===== src/rtl/dsp19x2_split_mac_if.sv =====
// Two-lane bus for dsp19x2_split_mac: packed {lane1, lane2} operands, shared controls and packed results.
interface dsp19x2_split_mac_if;
   logic [19:0] a;
   logic [17:0] b;
   logic [37:0] z;
   logic [17:0] dly_b;
   logic [2:0]  feedback;
   logic        unsigned_a;
   logic        unsigned_b;
   logic [4:0]  acc_fir;
   logic        load_acc;
   logic        saturate_enable;
   logic [4:0]  shift_right;
   logic        round;
   logic        subtract;

   modport master (
      output a, b, feedback, unsigned_a, unsigned_b, acc_fir, load_acc,
             saturate_enable, shift_right, round, subtract,
      input  z, dly_b
   );

   modport slave (
      input  a, b, feedback, unsigned_a, unsigned_b, acc_fir, load_acc,
             saturate_enable, shift_right, round, subtract,
      output z, dly_b
   );
endinterface


===== src/rtl/dsp19x2_split_mac.sv =====
// Dual-lane 10x9 multiply-accumulate core behind the split DSP19X2 cell.
// Optional output clamping is built only when DSP19X2_SPLIT_MAC_SAT_EN is defined.
module dsp19x2_split_mac #(
   parameter logic [39:0] COEFF1     = 40'h0,
   parameter logic [39:0] COEFF2     = 40'h0,
   parameter int unsigned ACCUMULATE = 1,
   parameter int unsigned INPUT_REG  = 1,
   parameter int unsigned OUTPUT_REG = 0
) (
   input logic                clk,
   input logic                lreset,
   dsp19x2_split_mac_if.slave bus
);

   typedef struct packed {
      logic [19:0] a;
      logic [17:0] b;
      logic [2:0]  feedback;
      logic        unsigned_a;
      logic        unsigned_b;
      logic [4:0]  acc_fir;
      logic        load_acc;
`ifdef DSP19X2_SPLIT_MAC_SAT_EN
      logic        saturate_enable;
`endif
      logic [4:0]  shift_right;
      logic        round;
      logic        subtract;
   } ctrl_t;

   typedef struct packed {
      logic [4:0] shift_right;
      logic       round;
`ifdef DSP19X2_SPLIT_MAC_SAT_EN
      logic       saturate_enable;
      logic       unsigned_a;
      logic       unsigned_b;
`endif
   } post_t;

   function automatic logic [9:0] coeff_sel(input logic [39:0] coeff, input logic [1:0] idx);
      logic [9:0] c;
      case (idx)
         2'd0:    c = coeff[9:0];
         2'd1:    c = coeff[19:10];
         2'd2:    c = coeff[29:20];
         default: c = coeff[39:30];
      endcase
      return c;
   endfunction

   function automatic logic signed [31:0] lane_d(input logic [9:0] av, input logic [8:0] bv,
                                                 input logic [39:0] coeff, input ctrl_t c);
      logic [9:0]         op_a;
      logic signed [10:0] ae;
      logic signed [9:0]  be;
      logic signed [20:0] p;
      logic signed [31:0] q;
      op_a = c.feedback[2] ? coeff_sel(coeff, c.feedback[1:0]) : av;
      // One extra bit per operand lets a single signed multiply cover every signedness mix
      ae = {~c.unsigned_a & op_a[9], op_a};
      be = {~c.unsigned_b & bv[8], bv};
      p  = ae * be;
      q  = 32'(p) <<< c.acc_fir;
      return c.subtract ? -q : q;
   endfunction

   function automatic logic [18:0] lane_out(input logic signed [31:0] x, input post_t c);
      logic signed [32:0] rnd;
      logic signed [32:0] s;
      rnd = (c.round && c.shift_right != 5'd0) ? (33'sd1 <<< (c.shift_right - 5'd1)) : '0;
      s   = (33'(x) + rnd) >>> c.shift_right;
`ifdef DSP19X2_SPLIT_MAC_SAT_EN
      if (c.saturate_enable) begin
         if (c.unsigned_a && c.unsigned_b) begin
            if (s < 0) s = '0;
            else if (s > 33'sd524287) s = 33'sd524287;
         end else begin
            if (s < -33'sd262144) s = -33'sd262144;
            else if (s > 33'sd262143) s = 33'sd262143;
         end
      end
`endif
      return s[18:0];
   endfunction

   ctrl_t              in_raw;
   ctrl_t              st0;
   post_t              post_now;
   post_t              post;
   logic signed [31:0] d1, d2, x1, x2;
   logic [37:0]        z_next;
   logic [17:0]        dly_q;

   always_comb begin
      in_raw             = '0;
      in_raw.a           = bus.a;
      in_raw.b           = bus.b;
      in_raw.feedback    = bus.feedback;
      in_raw.unsigned_a  = bus.unsigned_a;
      in_raw.unsigned_b  = bus.unsigned_b;
      in_raw.acc_fir     = bus.acc_fir;
      in_raw.load_acc    = bus.load_acc;
`ifdef DSP19X2_SPLIT_MAC_SAT_EN
      in_raw.saturate_enable = bus.saturate_enable;
`endif
      in_raw.shift_right = bus.shift_right;
      in_raw.round       = bus.round;
      in_raw.subtract    = bus.subtract;
   end

   if (INPUT_REG != 0) begin : g_in_reg
      always_ff @(posedge clk or negedge lreset) begin
         if (!lreset) st0 <= '0;
         else         st0 <= in_raw;
      end
   end else begin : g_in_comb
      assign st0 = in_raw;
   end

   always_comb begin
      post_now             = '0;
      post_now.shift_right = st0.shift_right;
      post_now.round       = st0.round;
`ifdef DSP19X2_SPLIT_MAC_SAT_EN
      post_now.saturate_enable = st0.saturate_enable;
      post_now.unsigned_a      = st0.unsigned_a;
      post_now.unsigned_b      = st0.unsigned_b;
`endif
   end

   assign d1 = lane_d(st0.a[19:10], st0.b[17:9], COEFF1, st0);
   assign d2 = lane_d(st0.a[9:0],   st0.b[8:0],  COEFF2, st0);

   // Output-path controls travel with the accumulator so each sum is shaped by its own settings
   if (ACCUMULATE != 0) begin : g_acc
      logic signed [31:0] acc1, acc2;
      always_ff @(posedge clk or negedge lreset) begin
         if (!lreset) begin
            acc1 <= '0;
            acc2 <= '0;
            post <= '0;
         end else begin
            acc1 <= st0.load_acc ? acc1 + d1 : d1;
            acc2 <= st0.load_acc ? acc2 + d2 : d2;
            post <= post_now;
         end
      end
      assign x1 = acc1;
      assign x2 = acc2;
   end else begin : g_no_acc
      assign x1   = d1;
      assign x2   = d2;
      assign post = post_now;
   end

   assign z_next = {lane_out(x1, post), lane_out(x2, post)};

   if (OUTPUT_REG != 0) begin : g_out_reg
      logic [37:0] z_q;
      always_ff @(posedge clk or negedge lreset) begin
         if (!lreset) z_q <= '0;
         else         z_q <= z_next;
      end
      assign bus.z = z_q;
   end else begin : g_out_comb
      assign bus.z = z_next;
   end

   always_ff @(posedge clk or negedge lreset) begin
      if (!lreset) dly_q <= '0;
      else         dly_q <= st0.b;
   end
   assign bus.dly_b = dly_q;

endmodule


===== src/flat_wrapper.sv =====
// flat-port wrapper written by rule: the top's interface ports become plain ports
module dsp19x2_split_mac_flat 
#(
   parameter logic [39:0] COEFF1     = 40'h0,
   parameter logic [39:0] COEFF2     = 40'h0,
   parameter int unsigned ACCUMULATE = 1,
   parameter int unsigned INPUT_REG  = 1,
   parameter int unsigned OUTPUT_REG = 0
)
  (clk, lreset, bus_a, bus_b, bus_feedback, bus_unsigned_a, bus_unsigned_b, bus_acc_fir, bus_load_acc, bus_saturate_enable, bus_shift_right, bus_round, bus_subtract, bus_z, bus_dly_b);
  dsp19x2_split_mac_if bus_i ();
  input logic clk;
  input logic lreset;
  input wire logic [$bits(bus_i.a)-1:0] bus_a;
  input wire logic [$bits(bus_i.b)-1:0] bus_b;
  input wire logic [$bits(bus_i.feedback)-1:0] bus_feedback;
  input wire logic [$bits(bus_i.unsigned_a)-1:0] bus_unsigned_a;
  input wire logic [$bits(bus_i.unsigned_b)-1:0] bus_unsigned_b;
  input wire logic [$bits(bus_i.acc_fir)-1:0] bus_acc_fir;
  input wire logic [$bits(bus_i.load_acc)-1:0] bus_load_acc;
  input wire logic [$bits(bus_i.saturate_enable)-1:0] bus_saturate_enable;
  input wire logic [$bits(bus_i.shift_right)-1:0] bus_shift_right;
  input wire logic [$bits(bus_i.round)-1:0] bus_round;
  input wire logic [$bits(bus_i.subtract)-1:0] bus_subtract;
  output wire logic [$bits(bus_i.z)-1:0] bus_z;
  output wire logic [$bits(bus_i.dly_b)-1:0] bus_dly_b;
  assign bus_i.a = bus_a;
  assign bus_i.b = bus_b;
  assign bus_i.feedback = bus_feedback;
  assign bus_i.unsigned_a = bus_unsigned_a;
  assign bus_i.unsigned_b = bus_unsigned_b;
  assign bus_i.acc_fir = bus_acc_fir;
  assign bus_i.load_acc = bus_load_acc;
  assign bus_i.saturate_enable = bus_saturate_enable;
  assign bus_i.shift_right = bus_shift_right;
  assign bus_i.round = bus_round;
  assign bus_i.subtract = bus_subtract;
  assign bus_z = bus_i.z;
  assign bus_dly_b = bus_i.dly_b;
  dsp19x2_split_mac #(.COEFF1(COEFF1), .COEFF2(COEFF2), .ACCUMULATE(ACCUMULATE), .INPUT_REG(INPUT_REG), .OUTPUT_REG(OUTPUT_REG)) u_core (.clk(clk), .lreset(lreset), .bus(bus_i));
endmodule

===== config.mk =====
export PLATFORM = sky130hd
export DESIGN_NAME = dsp19x2_split_mac_flat
export DESIGN_NICKNAME = d
export VERILOG_FILES = /design/src/rtl/dsp19x2_split_mac_if.sv /design/src/rtl/dsp19x2_split_mac.sv /design/src/flat_wrapper.sv
export SDC_FILE = /design/constraint.sdc
export NUM_CORES = 1
export LEC_CHECK = 0
export CORE_MARGIN = 2
export CORE_UTILIZATION = 50
export DETAILED_ROUTE_END_ITERATION = 10
export GPL_TIMING_DRIVEN = 0
export PLACE_DENSITY = 0.7
export SLEW_MARGIN = 20
export SYNTH_ARGS = -nofsm -noshare
export SYNTH_HDL_FRONTEND = slang
export SYNTH_SLANG_ARGS = --single-unit

===== constraint.sdc =====
create_clock -name clk -period 8.9 [get_ports clk]
set_input_delay 1.335 -clock clk [delete_from_list [all_inputs] [get_ports clk]]
set_output_delay 1.335 -clock clk [all_outputs]
set_load 0.01 [all_outputs]

Word-level counts from Yosys, hierarchy flattened
Index checks and enable logic that the tools add are counted.

cells by class
  add/sub/neg operators = 7
  $mul = 2
  div/mod/pow operators = 0
  $lt $le $gt $ge = 0
  equal/unequal tests = 0
  shifts and indexed selects = 5
  multiplexer cells = 7
  bitwise logic cells = 6
  reductions and logical operators = 2

operators with widths
  operator                                            number
  two-way mux 32 bit                                  4
  adder 32 x 33 -> 33 bit                             2
  >>> shifter 33 x 5 -> 19 bit                        2
  adder 32 bit                                        2
  negation 32 bit                                     2
  <<< shifter 21 x 5 -> 32 bit                        2
  multiplier 11 x 10 -> 21 bit                        2
  two-way mux 33 bit                                  1
  <<< shifter 1 x 5 -> 33 bit (first input constant)  1
  two-way mux 10 bit                                  2
  nonzero test 5 bit                                  1
  subtractor 5 x 1 -> 5 bit (second input constant)   1
  AND 1 bit                                           4
  NOT 1 bit                                           2
  logical AND 1 bit                                   1

word-level totals
  register bits = 144
  bits in latches = 0
  RAM bits = 0
  ROM bits = 0
  bits of input ports = 59
  output and inout port bits = 56
  word-level logic and storage cells = 44
  memories = 0

Logic depth before layout (Yosys ltp)
  depth in word-level cells = 8
  depth in mapped cells = 44
  gate-level depth less buffers = 40

Worst setup path after synthesis
OpenSTA, ideal clock, no wires.

  path kind = register to register
  start point = register u_core.st0[17] (netlist bit)
  end point = register u_core.g_acc.acc2[31]
  setup time = 0.125 ns
  arrival time = 9.024 ns
  required time = 8.775 ns
  setup slack = -0.249 ns
  cell stages (with the launch flop) = 43
  path buffers = 3
  clock period less this slack = 9.149 ns
  cell sequence = dfrtp_1 -> clkbuf_1 -> clkbuf_1 -> nor2b_1 -> clkbuf_1 -> nand2_1 -> fa_1 -> inv_1 -> fa_1 -> inv_1 -> fa_1 -> inv_1 -> fa_1 -> inv_1 -> fa_1 -> inv_1 -> ha_1 -> or2_4 -> (+7 left out) -> nand4b_1 -> o21ai_0 -> xnor2_1 -> ha_1 -> a21o_1 -> a21oi_1 -> nand2b_1 -> o211ai_1 -> a2111oi_0 -> o31ai_1 -> a31oi_1 -> nor2b_1 -> o21a_1 -> nor4_1 -> o41ai_1 -> xor2_1 -> nand2_1 -> xnor2_1

between the ends
  longest elaborated chain between the ends = 8

RTL lines
  element                         line                      source
  from (decl)                     dsp19x2_split_mac.sv:88   ctrl_t st0;
  from (signal assigned)          dsp19x2_split_mac.sv:115  else st0 <= in_raw;
  two-way mux 10 bit *            dsp19x2_split_mac.sv:59   op_a = c.feedback[2] ? coeff_sel(coeff, c.feedback[1:0]) : av;
  AND 1 bit                       dsp19x2_split_mac.sv:61   ae = {~c.unsigned_a & op_a[9], op_a};
  multiplier 11 x 10 -> 21 bit *  dsp19x2_split_mac.sv:63   p = ae * be;
  <<< shifter 21 x 5 -> 32 bit *  dsp19x2_split_mac.sv:64   q = 32'(p) <<< c.acc_fir;
  negation 32 bit                 dsp19x2_split_mac.sv:65   return c.subtract ? -q : q;
  two-way mux 32 bit *            dsp19x2_split_mac.sv:65
  adder 32 bit                    dsp19x2_split_mac.sv:145  acc2 <= st0.load_acc ? acc2 + d2 : d2;
  two-way mux 32 bit *            dsp19x2_split_mac.sv:145
  to (signal assigned)            dsp19x2_split_mac.sv:145
  to (decl)                       dsp19x2_split_mac.sv:137  logic signed [31:0] acc1, acc2;

Mark *: on every way between the ends. The rest lies on a longest branch, timed or not.

Final worst setup path
Same ends and word-level chain as after synthesis.

==> impl_results.md <==
* CP max stage cell: fa_2
* Cell area after layout at 35500 µm²
* EDFF count, synth at 0
* H-tree Lvls at 4
* Synth Warn # at 0
* Worst hold stages at 0
* Status: finished with violations
* Fmax at 107 MHz
* NumNets Final at 4526
* Register area at 3550 µm²
* Failing checks: negative setup slack
* Most common cell after layout, fill and taps aside: nand2_1
* RR Startpoint: u_core.st0[17]
* Tcrit/Tclk final at 105%
* Die Y at about 240 µm
* Max-cap violation count at 0
* CTS tree: done
* Dpl cell area at 31000 µm²
* Diode count at 0
* Port Buf Inserts at 111
* Synthesized flop and latch total at 142
* Slowest stage delay, CP at 0.62 ns
* # setup viols final at 13
* Total leakage power at 16.3 nW
* Clock slew at reported path FFs at 0.07 ns
* Slew Limit Headroom at 29.3%
* Worst-path fanout max at 6
* # IOs at between 100 and 150
* Synth Cell Area at roughly 29000 µm²
* Data required, critical path at between 9 and 10 ns
* CP arrival at 9.70 ns
* Initial core utilization at 50.4%
* Pwr Density at 292 nW/µm²
* Share of the yosys chip area belonging to registers at 12.3%
* Synthesized instance count at 3705
* Hold worst-path end: u_core.post[2]
* Unrepaired setup endpoints after global routing: true
* Hold Buf Count CTS at 0
* Core area at 57400 µm²
* Layout Skew at 0.0142 ns
* FP Rows at a little under 90
* Remaining global-route overflow at 0
* CP startpoint kind: flip-flop
* Footprint of the multi-input gates at roughly 25000 µm²
* Syn avg cell area at 7.80 µm²
* # fillers at 5085
* PnR worst setup slack at -0.422 ns
* Pin count of the biggest net entering global routing at 79
* Antenna violations before repair at 0
* Commonest non-fill, non-tap cells in the layout: nand2_1 (395), inv_1 (330), nor2_1 (273), ha_1 (212), fa_1 (192)
* Die area at 59700 µm²
* Main synth FF type: dfrtp_1
* Area Overhead vs Synth at 22.7%
* Async SR Flop Fraction at between 90% and 100%
* Max-slew violations at 0
* Post-layout util at 61.8%
* Post-route ant nets at 0
* Clock root buffer master: clkbuf_16
* Maximum root-to-sink buffer count at 2
* Final Hold Viols at 0
* CP dominant cell by count: fa_1
* Total GRT Usage at 35.6%
* CTS Buf Count at 17
* Worst IR drop on VDD at just over 0.0002 V
* Width of the die at 244 µm
* HP Class: reg -> reg
* Worst R2R Path Depth at 41
* Tmin final at 9.32 ns
* Routed vias at 30300
* DP HPWL at 85700 µm
* First-pass GRT wire length at 166000 µm
* Vias in the first global route at 29000
* Via/cell ratio at approximately 6.3
* Wire length per cell at 22.8 µm
* Routed wire length at roughly 110000 µm
* Worst slew pin tran at 1.05 ns
* Layout cell share with drive strength beyond 1 at 18.3%
* Hold path startpoint: u_core.post_now[2]
* CP endpoint kind: flip-flop
* Drt first pass iters at 6
* Reg2reg setup slack at -0.42 ns
* Library cells used by synthesis at roughly 110
* R2R Path End: u_core.g_acc.acc2[31]
* CP Class: reg -> reg
* Clock Latency Late Sink at 0.49 ns
* CTS sink cnt at about 140
* Drt drc at 0
* Initial detailed-routing violation count at 2749
* GPL Wtd Cong at 1.07
## cells in the mapped netlist, types with 99 or more instances
library cell,n,share of area [%]
dfrtp_1,142,12
and2_1,99,2.1
a21oi_1,223,3.9
clkbuf_1,160,2.1
nor2_1,293,3.8
nand2_1,408,5.3
ha_1,238,10
fa_1,202,14
a21o_1,100,2.6
inv_1,346,4.5
xnor2_1,127,3.8
o21ai_0,192,3.3
## sequential cells by signal, summed over array words and instances, names as in the netlist
signal and count:
u_core.st0 48, u_core.g_acc.acc1 32, u_core.g_acc.acc2 32, u_core.bus.dly_b 18
u_core.post 6, u_core.post_now 6
## critical path: cells and delay by family (launching register included)
| kind | cells | cell delay, ns |
|---|---|---|
| XOR/XNOR | 3 | 0.44 |
| buffers and inverters | 9 | 1.06 |
| adder cells (fa/ha/maj) | 7 | 3.13 |
| AO/OA/AOI/OAI | 12 | 2.65 |
| flip-flops | 1 | 0.44 |
| AND/OR/NAND/NOR | 10 | 1.47 |
## final cells by class
type                            count  area share [%]
Buffer                            197            2.98
Timing Repair Buffer              313            7.71
Clock inverter                     13           0.430
Clock buffer                       19            1.25
Sequential cell                   142            10.0
Tap cell                          765            2.70
Multi-Input combinational cell   3007            71.2
Inverter                          349            3.71
## through the flow
stage	setup TNS, ns	power (W)	setup WS (ns)	instances	hold WS (ns)
2_1_floorplan	-0.00322	0.00577	-0.00322	3706	0.331
3_3_place_gp	-31.29	0.00734	-1.64	4582	0.333
3_5_place_dp	-30.76	0.00742	-1.77	4583	0.336
4_1_cts	-1.72	0.00932	-0.300	4719	0.343
5_1_grt	-8.39	0.0110	-0.737	4805	0.345
6_report	-3.42	0.0104	-0.422	4805	0.338
## report_power, final
part	total, W	switching [W]	internal (W)	leakage [nW]
Combinational	0.00866	0.00482	0.00384	14.3
Clock	0.000771	0.000347	0.000425	0.282
Sequential	0.000940	0.000146	0.000793	1.68
Total	0.0104	0.00531	0.00506	16.3
## worst max-delay path by stage
stage,from,endpoint
3_5_place_dp,u_core.st0[17],u_core.g_acc.acc2[31]
2_1_floorplan,u_core.st0[17],u_core.g_acc.acc2[31]
5_1_grt,u_core.st0[17],u_core.g_acc.acc2[31]
3_3_place_gp,u_core.st0[17],u_core.g_acc.acc2[31]
4_1_cts,u_core.st0[17],u_core.g_acc.acc2[31]
6_report,u_core.st0[17],u_core.g_acc.acc2[31]
## cells by family (layout without fill, tap and decap cells)
kind of cell,Yosys count,after routing,synth area share [%]
mux,149,149,5.99
xor+xnor,197,197,6.06
other cells,1,2,0.0130
flops,142,142,12.3
buf+inv,557,891,7.39
simple gates,1207,1207,20.0
compound gates,1012,1012,23.9
fa+ha+maj,440,440,24.3
## layer usage
layer	GRT usage, %	share of wire, %	up-vias
li1	-	-	13700
met1	43.0	39	14500
met2	59.1	46	1610
met3	6.74	8.1	484
met4	20.9	6.9	0
met5	0	0	-
## what timing repair did
item / 4_1_cts / 5_1_grt
pin swaps: 90 / 142
gates resized for setup: 312 / 268
gates cloned: 4 / 2
endpoints found under the setup margin: 68 / 61
setup buffers: 106 / 96
No activity file was read; power rests on OpenSTA's default activity.
